File: src/rtl/y_pulse_counter.sv
// y_pulse_counter
//   Synchronises a glitchy combinational input `y_in` into the `clk` domain,
//   optionally debounces it, detects accepted rising edges and counts them
//   over a fixed window. At each window expiry the count is snapshotted onto
//   a valid/ready output, together with a saturation flag.
//
// Build option:
//   Y_PULSE_COUNTER_DEBOUNCE_EN  defined   -> debounce filter compiled in
//                                undefined -> debounced level is y_sync
//
// Ports:
//   clk        in   sole clock, rising edge
//   rst        in   asynchronous active-high reset
//   y_in       in   asynchronous upstream level
//   clr        in   synchronous clear of counter/window/output path
//   edge_pulse out  one-cycle strobe per accepted rising edge
//   cnt_out    out  last window's event count
//   cnt_ovf    out  count saturated during that window
//   cnt_valid  out  snapshot available
//   cnt_ready  in   consumer accepts snapshot
//   miss       out  one-cycle strobe, unaccepted snapshot overwritten
module y_pulse_counter #(
    parameter int unsigned SYNC_STAGES     = 2,
    parameter int unsigned DEBOUNCE_CYCLES = 4,
    parameter int unsigned CNT_W           = 8,
    parameter int unsigned WINDOW          = 1000
) (
    input  logic             clk,
    input  logic             rst,
    input  logic             y_in,
    input  logic             clr,
    output logic             edge_pulse,
    output logic [CNT_W-1:0] cnt_out,
    output logic             cnt_ovf,
    output logic             cnt_valid,
    input  logic             cnt_ready,
    output logic             miss
);

    localparam int unsigned TMR_W = $clog2(WINDOW);
    localparam logic [TMR_W-1:0] TMR_LAST = TMR_W'(WINDOW - 1);

    // Elaboration-time parameter checks.
    if (SYNC_STAGES < 2) begin : g_bad_sync
        $error("SYNC_STAGES must be at least 2");
    end
    if (DEBOUNCE_CYCLES < 1) begin : g_bad_deb
        $error("DEBOUNCE_CYCLES must be at least 1");
    end
    if (WINDOW < 2) begin : g_bad_win
        $error("WINDOW must be at least 2");
    end
    if (CNT_W < 1) begin : g_bad_cnt
        $error("CNT_W must be at least 1");
    end

    // ------------------------------------------------------------------
    // Synchroniser
    // ------------------------------------------------------------------
    logic [SYNC_STAGES-1:0] sync_q;
    logic                   y_sync;

    always_ff @(posedge clk or posedge rst) begin
        if (rst) begin
            sync_q <= '0;
        end else begin
            sync_q <= {sync_q[SYNC_STAGES-2:0], y_in};
        end
    end

    assign y_sync = sync_q[SYNC_STAGES-1];

    // ------------------------------------------------------------------
    // Debounce filter
    // ------------------------------------------------------------------
    logic deb_level;

`ifdef Y_PULSE_COUNTER_DEBOUNCE_EN
    localparam int unsigned STAB_W = (DEBOUNCE_CYCLES > 1) ? $clog2(DEBOUNCE_CYCLES) : 1;
    localparam logic [STAB_W-1:0] STAB_MAX = STAB_W'(DEBOUNCE_CYCLES - 1);

    logic [STAB_W-1:0] stab_cnt_q, stab_cnt_d;
    logic              deb_level_q, deb_level_d;

    // A new level is taken only after DEBOUNCE_CYCLES consecutive differing
    // samples; any sample matching the current level restarts the run.
    always_comb begin
        stab_cnt_d  = stab_cnt_q;
        deb_level_d = deb_level_q;
        if (y_sync == deb_level_q) begin
            stab_cnt_d = '0;
        end else if (stab_cnt_q == STAB_MAX) begin
            deb_level_d = y_sync;
            stab_cnt_d  = '0;
        end else begin
            stab_cnt_d = stab_cnt_q + 1'b1;
        end
    end

    always_ff @(posedge clk or posedge rst) begin
        if (rst) begin
            stab_cnt_q  <= '0;
            deb_level_q <= 1'b0;
        end else begin
            stab_cnt_q  <= stab_cnt_d;
            deb_level_q <= deb_level_d;
        end
    end

    assign deb_level = deb_level_q;
`else
    assign deb_level = y_sync;
`endif

    // ------------------------------------------------------------------
    // Edge detect
    // ------------------------------------------------------------------
    logic deb_prev_q;

    always_ff @(posedge clk or posedge rst) begin
        if (rst) begin
            deb_prev_q <= 1'b0;
        end else begin
            deb_prev_q <= deb_level;
        end
    end

    // Both terms are flop outputs, so the strobe cannot glitch.
    assign edge_pulse = deb_level & ~deb_prev_q;

    // ------------------------------------------------------------------
    // Event counter, window timer and snapshot
    // ------------------------------------------------------------------
    logic [CNT_W-1:0] cnt_q, cnt_d, cnt_inc;
    logic             ovf_q, ovf_d, ovf_inc;
    logic [TMR_W-1:0] timer_q, timer_d;
    logic [CNT_W-1:0] snap_q, snap_d;
    logic             snap_ovf_q, snap_ovf_d;
    logic             valid_q, valid_d;
    logic             miss_q, miss_d;
    logic             cnt_sat;
    logic             expire;

    assign cnt_sat = (cnt_q == {CNT_W{1'b1}});
    assign expire  = (timer_q == TMR_LAST);

    // Count including this cycle's edge, so an edge on the expiry cycle
    // lands in the closing window.
    assign cnt_inc = (edge_pulse && !cnt_sat) ? cnt_q + 1'b1 : cnt_q;
    assign ovf_inc = ovf_q | (edge_pulse & cnt_sat);

    always_comb begin
        cnt_d      = cnt_q;
        ovf_d      = ovf_q;
        timer_d    = timer_q;
        snap_d     = snap_q;
        snap_ovf_d = snap_ovf_q;
        valid_d    = valid_q;
        miss_d     = 1'b0;
        if (clr) begin
            cnt_d      = '0;
            ovf_d      = 1'b0;
            timer_d    = '0;
            snap_d     = '0;
            snap_ovf_d = 1'b0;
            valid_d    = 1'b0;
        end else if (expire) begin
            snap_d     = cnt_inc;
            snap_ovf_d = ovf_inc;
            valid_d    = 1'b1;
            // Overwriting a snapshot the consumer has not taken.
            miss_d     = valid_q & ~cnt_ready;
            cnt_d      = '0;
            ovf_d      = 1'b0;
            timer_d    = '0;
        end else begin
            cnt_d   = cnt_inc;
            ovf_d   = ovf_inc;
            timer_d = timer_q + 1'b1;
            if (valid_q && cnt_ready) begin
                valid_d = 1'b0;
            end
        end
    end

    always_ff @(posedge clk or posedge rst) begin
        if (rst) begin
            cnt_q      <= '0;
            ovf_q      <= 1'b0;
            timer_q    <= '0;
            snap_q     <= '0;
            snap_ovf_q <= 1'b0;
            valid_q    <= 1'b0;
            miss_q     <= 1'b0;
        end else begin
            cnt_q      <= cnt_d;
            ovf_q      <= ovf_d;
            timer_q    <= timer_d;
            snap_q     <= snap_d;
            snap_ovf_q <= snap_ovf_d;
            valid_q    <= valid_d;
            miss_q     <= miss_d;
        end
    end

    assign cnt_out   = snap_q;
    assign cnt_ovf   = snap_ovf_q;
    assign cnt_valid = valid_q;
    assign miss      = miss_q;

endmodule

File: config.mk
export PLATFORM = sky130hd
export DESIGN_NAME = y_pulse_counter
export DESIGN_NICKNAME = d
export VERILOG_FILES = /design/src/rtl/y_pulse_counter.sv
export SDC_FILE = /design/constraint.sdc
export NUM_CORES = 1
export LEC_CHECK = 0
export CAP_MARGIN = 10
export CORE_ASPECT_RATIO = 1.5
export CORE_MARGIN = 3
export CORE_UTILIZATION = 32
export DETAILED_ROUTE_END_ITERATION = 16
export PLACE_DENSITY_LB_ADDON = 0.12
export SYNTH_ARGS = -nofsm -noshare
export SYNTH_HDL_FRONTEND = slang
export SYNTH_SLANG_ARGS = --single-unit
File: constraint.sdc
create_clock -name clk -period 2.29 [get_ports clk]
set_clock_uncertainty 0.05 [all_clocks]
set_input_delay 0.5725 -clock clk [delete_from_list [all_inputs] [get_ports clk]]
set_output_delay 0.5725 -clock clk [all_outputs]
set_load 0.005 [all_outputs]
---- Word level (Yosys, flattened, before mapping) ----
Cells that the tools add are included.
word-level totals
  bits of input ports ..................... 5
  flip-flop bits (word level) ............. 33
  logic and storage cells ................. 40
cells by class
  reductions and logical operators ........ 5
  bitwise gates (word level) .............. 6
  equal/unequal tests ..................... 2
  mux-type cells .......................... 16
  $add $sub $neg .......................... 2
operator list
  cell                   count
  $mux 8                 5
  $mux 10                2
  $add 10x1->10 const B  1
  $eq 10x10->1 const B   1
  $mux 1                 9
  $add 8x1->8 const B    1
  $eq 8x8->1 const B     1
  $and 1x1->1            3
  $reduce_bool 3->1      1
  $logic_and 1x1->1      2
  $not 1->1              2
  $reduce_bool 2->1      1
  $logic_not 1->1        1
  $or 1x1->1             1

---- Longest topological paths before layout ----
  depth in word-level cells ............... 6
  gate-level depth with buffers ........... 6
  depth with buffers taken out ............ 5

---- Worst setup path before layout ----
Ideal clock, no wire load.
  kind .................................... register to register
  start ................................... register timer_q[0]
  end ..................................... register snap_q[7] (netlist: cnt_out[7])
  required time ........................... 2.148 ns
  arrival time ............................ 1.472 ns
  library setup time ...................... 0.092 ns
  stages on the path, launching flop included .. 7
  path slack .............................. 0.676 ns
  clock period less this slack ............ 1.614 ns
  path buffers ............................ 1
  cells stage by stage .................... dfrtp_1 ha_1 nand4b_1 or3_4 nand2b_4 buf_6 o31ai_2
between the ends
  word-level cells in the longest chain between the ends .. 2
ends and longest elaborated chain
  element                      line  source
  start: declaration           136   logic [TMR_W-1:0] timer_q, timer_d;
  start signal: assignment     198   timer_q <= timer_d;
  $eq 10x10->1                 145   assign expire = (timer_q == TMR_LAST);
  $reduce_bool 2->1 (no line)  n/a
  end signal: assignment       199   snap_q <= snap_d;
  end: declaration             137   logic [CNT_W-1:0] snap_q, snap_d;
No other way between the ends.
A chain may end at the register's enable or synchronous reset.

---- Final worst setup path ----
  start ................................... register sync_q[1]
  end ..................................... output edge_pulse
between the ends
  word-level cells in the longest chain between the ends .. 1
ends and longest elaborated chain
  element                   line  source
  start: declaration        60    logic [SYNC_STAGES-1:0] sync_q;
  start signal: assignment  67    sync_q <= {sync_q[SYNC_STAGES-2:0], y_in};
  $and 1x1->1               129   assign edge_pulse = deb_level & ~deb_prev_q;
  end: declaration          32    output logic edge_pulse,
No other way between the ends.

==> reports/qor.txt <==
status: complete, no violations
routed wire length: 2810 um
number of max-cap violations: 0
Slew Limit Fails: 0
library cell with the highest instance count after synthesis: sky130_fd_sc_hd__dfrtp_1
Max-slew headroom: 0.621
fraction of final layout cells with drive strength greater than 1: 0.0892
Synth top area share: 0.576
min setup slack post-route: 0.159 ns
die width: 60.6 um
TritonCTS clock tree: yes
cells after synthesis: 135
net count after synthesis: 142
ratio of routed vias to standard cells: 4.97
CP required: 1.67 ns
Clock Latency Late Sink: 0.29 ns
top flip-flop cell by instance count after synthesis: sky130_fd_sc_hd__dfrtp_1
kind of end point of the critical path: primary output
routed vias: 1008
initial antenna violation count: 0
number of global-route vias before repair: 1090
clock slew seen by the registers of the worst setup and hold paths: 0.07 ns
Fill cells: 415
num ports: 17
hold-fix buffer count after cts: 0
first-pass GRT wire length: 5080 um
Area Overhead vs Synth: 22.4%
hold crit path type: reg -> reg
number of cells on the worst hold path: 0
number of setup buffers added after CTS: 0
final-report setup violation count: 0
area taken by flip-flops and latches: 826 um^2
worst slew pin tran: 0.567 ns
fraction of registers with async set or reset after synthesis: 1.00
overall global routing resource usage: 0.130
average instance area after synthesis: 10.6 um^2
pre-CTS setup slack: 0.294 ns
cell type with the largest total area after synthesis: sky130_fd_sc_hd__dfrtp_1
standard cell core area: 4280 um^2
Detail Placement HPWL: 1890 um
final worst-path cycle share: 0.930
peak clock frequency supported by timing: 469 MHz
Worst Setup Path Type: reg -> out
sequential element share of the synthesized area: 0.576
list of most frequent post-synthesis cells: sky130_fd_sc_hd__dfrtp_1 (33), sky130_fd_sc_hd__nor2_1 (22), sky130_fd_sc_hd__nand2_1 (17), sky130_fd_sc_hd__o21ai_0 (11)
DRC marker count from the first detailed-route iteration: 15
clock tree root buffer cell: sky130_fd_sc_hd__clkbuf_8
number of cell instances on the worst register-to-register path: 5
Setup crit start kind: flop
Yosys warning total: 0
total gr overflow: 0
maximum number of pins on one net before global-route repair: 34
register bit total from synthesis: 33
Hold Violations, Final: 0
antenna viol nets, final: 0
die area: 5330 um^2
CTS Buf Count: 5
number of iterations in the first detailed-routing pass: 4
area occupied by multi-input gates: 576 um^2
overall power after layout: 1210 uW
static leakage: 0.000772 uW
FF-to-FF setup slack: 0.45 ns
net count of the finished layout: 163
Data arrival, critical path: 1.51 ns
level count of the clock H-tree: 2
areal power density over the cells: 691 nW/um^2
number of port buffers: 16
Resized Gates After CTS: 0
Post-Synthesis Cell Area: 1430 um^2
distinct cell type count of the synthesized netlist: 30
initial cell density of the core: 0.335
DRC: 0
final period demand of the worst path: 2.13 ns
worst supply voltage drop on vdd: 362 uV
post-detailed-route wirelength per cell: 13.9 um
unrepaired setup endpoints after global routing: false
# diodes: 0
height of the die: 87.9 um
final setup TNS: 0 ns
number of placement rows: 29
maximum number of buffers from clock root to sink: 2
leading cell types by total area after synthesis: sky130_fd_sc_hd__dfrtp_1 (58%), sky130_fd_sc_hd__nor2_1 (5.8%), sky130_fd_sc_hd__nand2_1 (4.5%)
clock tree sinks: 33
count of flip-flops with a built-in enable after synthesis: 0
final weighted congestion in routability-driven placement: 0.748
top fanout value on the critical path: 4
[path summary, 6_finish.rpt]
path / from / to
min in group asynchronous: rst / cnt_out[0]
max in group asynchronous: rst / timer_q[4]
setup / recovery: sync_q[1] / edge_pulse
setup reg to reg: timer_q[0] / cnt_q[7]
hold / removal: sync_q[0] / sync_q[1]
hold reg to reg: sync_q[0] / sync_q[1]
[kinds of logic after synthesis]
logic type               Yosys count  share of synthesized area
AO/OA/AOI/OAI                     18                     0.0795
XOR/XNOR                          10                     0.0611
adder cells (fa/ha/maj)            2                     0.0175
buffers and inverters              6                     0.0218
flip-flops                        33                      0.576
multiplexers                       4                     0.0279
AND/OR/NAND/NOR                   62                      0.216
[cell usage in the layout, fill, tap and decap left out, types with 2 or more instances in the layout]
cell type	count
sky130_fd_sc_hd__dfrtp_1	33
sky130_fd_sc_hd__nor2_1	22
sky130_fd_sc_hd__nand2_1	17
sky130_fd_sc_hd__clkdlybuf4s50_1	16
sky130_fd_sc_hd__o21ai_0	11
sky130_fd_sc_hd__clkbuf_8	6
sky130_fd_sc_hd__nand4_1	5
sky130_fd_sc_hd__xor2_1	5
sky130_fd_sc_hd__xnor2_1	5
sky130_fd_sc_hd__mux2i_1	4
sky130_fd_sc_hd__nor3_1	4
sky130_fd_sc_hd__nand3_1	3
sky130_fd_sc_hd__inv_1	3
sky130_fd_sc_hd__nand4b_1	2
sky130_fd_sc_hd__nand2b_1	2
sky130_fd_sc_hd__and2_1	2
sky130_fd_sc_hd__ha_1	2
[per-stage QoR]
stage	instances	hold slack [ns]	util	cell area, um^2
6_report	203	0.306	0.410	1750
5_1_grt	203	0.322	0.410	1750
4_1_cts	203	0.310	0.410	1750
3_5_place_dp	195	0.294	0.383	1640
3_3_place_gp	195	0.286	0.383	1640
2_1_floorplan	135	0.281	-	1430
[state kept, by name, summed over array words and instances (netlist names)]
name,cells
cnt_q,8
ovf_q,1
sync_q,2
cnt_ovf,1
timer_q,10
deb_prev_q,1
cnt_valid,1
miss,1
cnt_out,8
[layout make-up]
class                      instances  share of cell area
clock buffer                       7              0.0492
clock inverter                     1              0.0171
inverter                           3             0.00642
multi-input combinational         96               0.328
sequential                        33               0.471
tap                               46              0.0328
timing repair buffer              17              0.0956
[report_power, final]
group | total (uW) | internal [uW] | switching, uW
clock | 565 | 355 | 210
sequential | 600 | 592 | 7.93
combinational | 47.4 | 17.9 | 29.5
total | 1210 | 965 | 247
[worst max-delay path, stage by stage (launching register included)]
cell and delay, ns:
sky130_fd_sc_hd__dfrtp_1 0.38, sky130_fd_sc_hd__nor2b_1 0.28, sky130_fd_sc_hd__clkdlybuf4s50_1 0.56
[layer usage]
layer,global-route usage,up-vias,wire length (um),share of wire
met2,0.208,14,1410,0.50
li1,-,501,-,-
met3,0.0442,6,84,0.030
met4,0.0592,0,71,0.025
met5,0,-,0,0
met1,0.154,487,1250,0.44
Power figures use the tool's default switching activity.
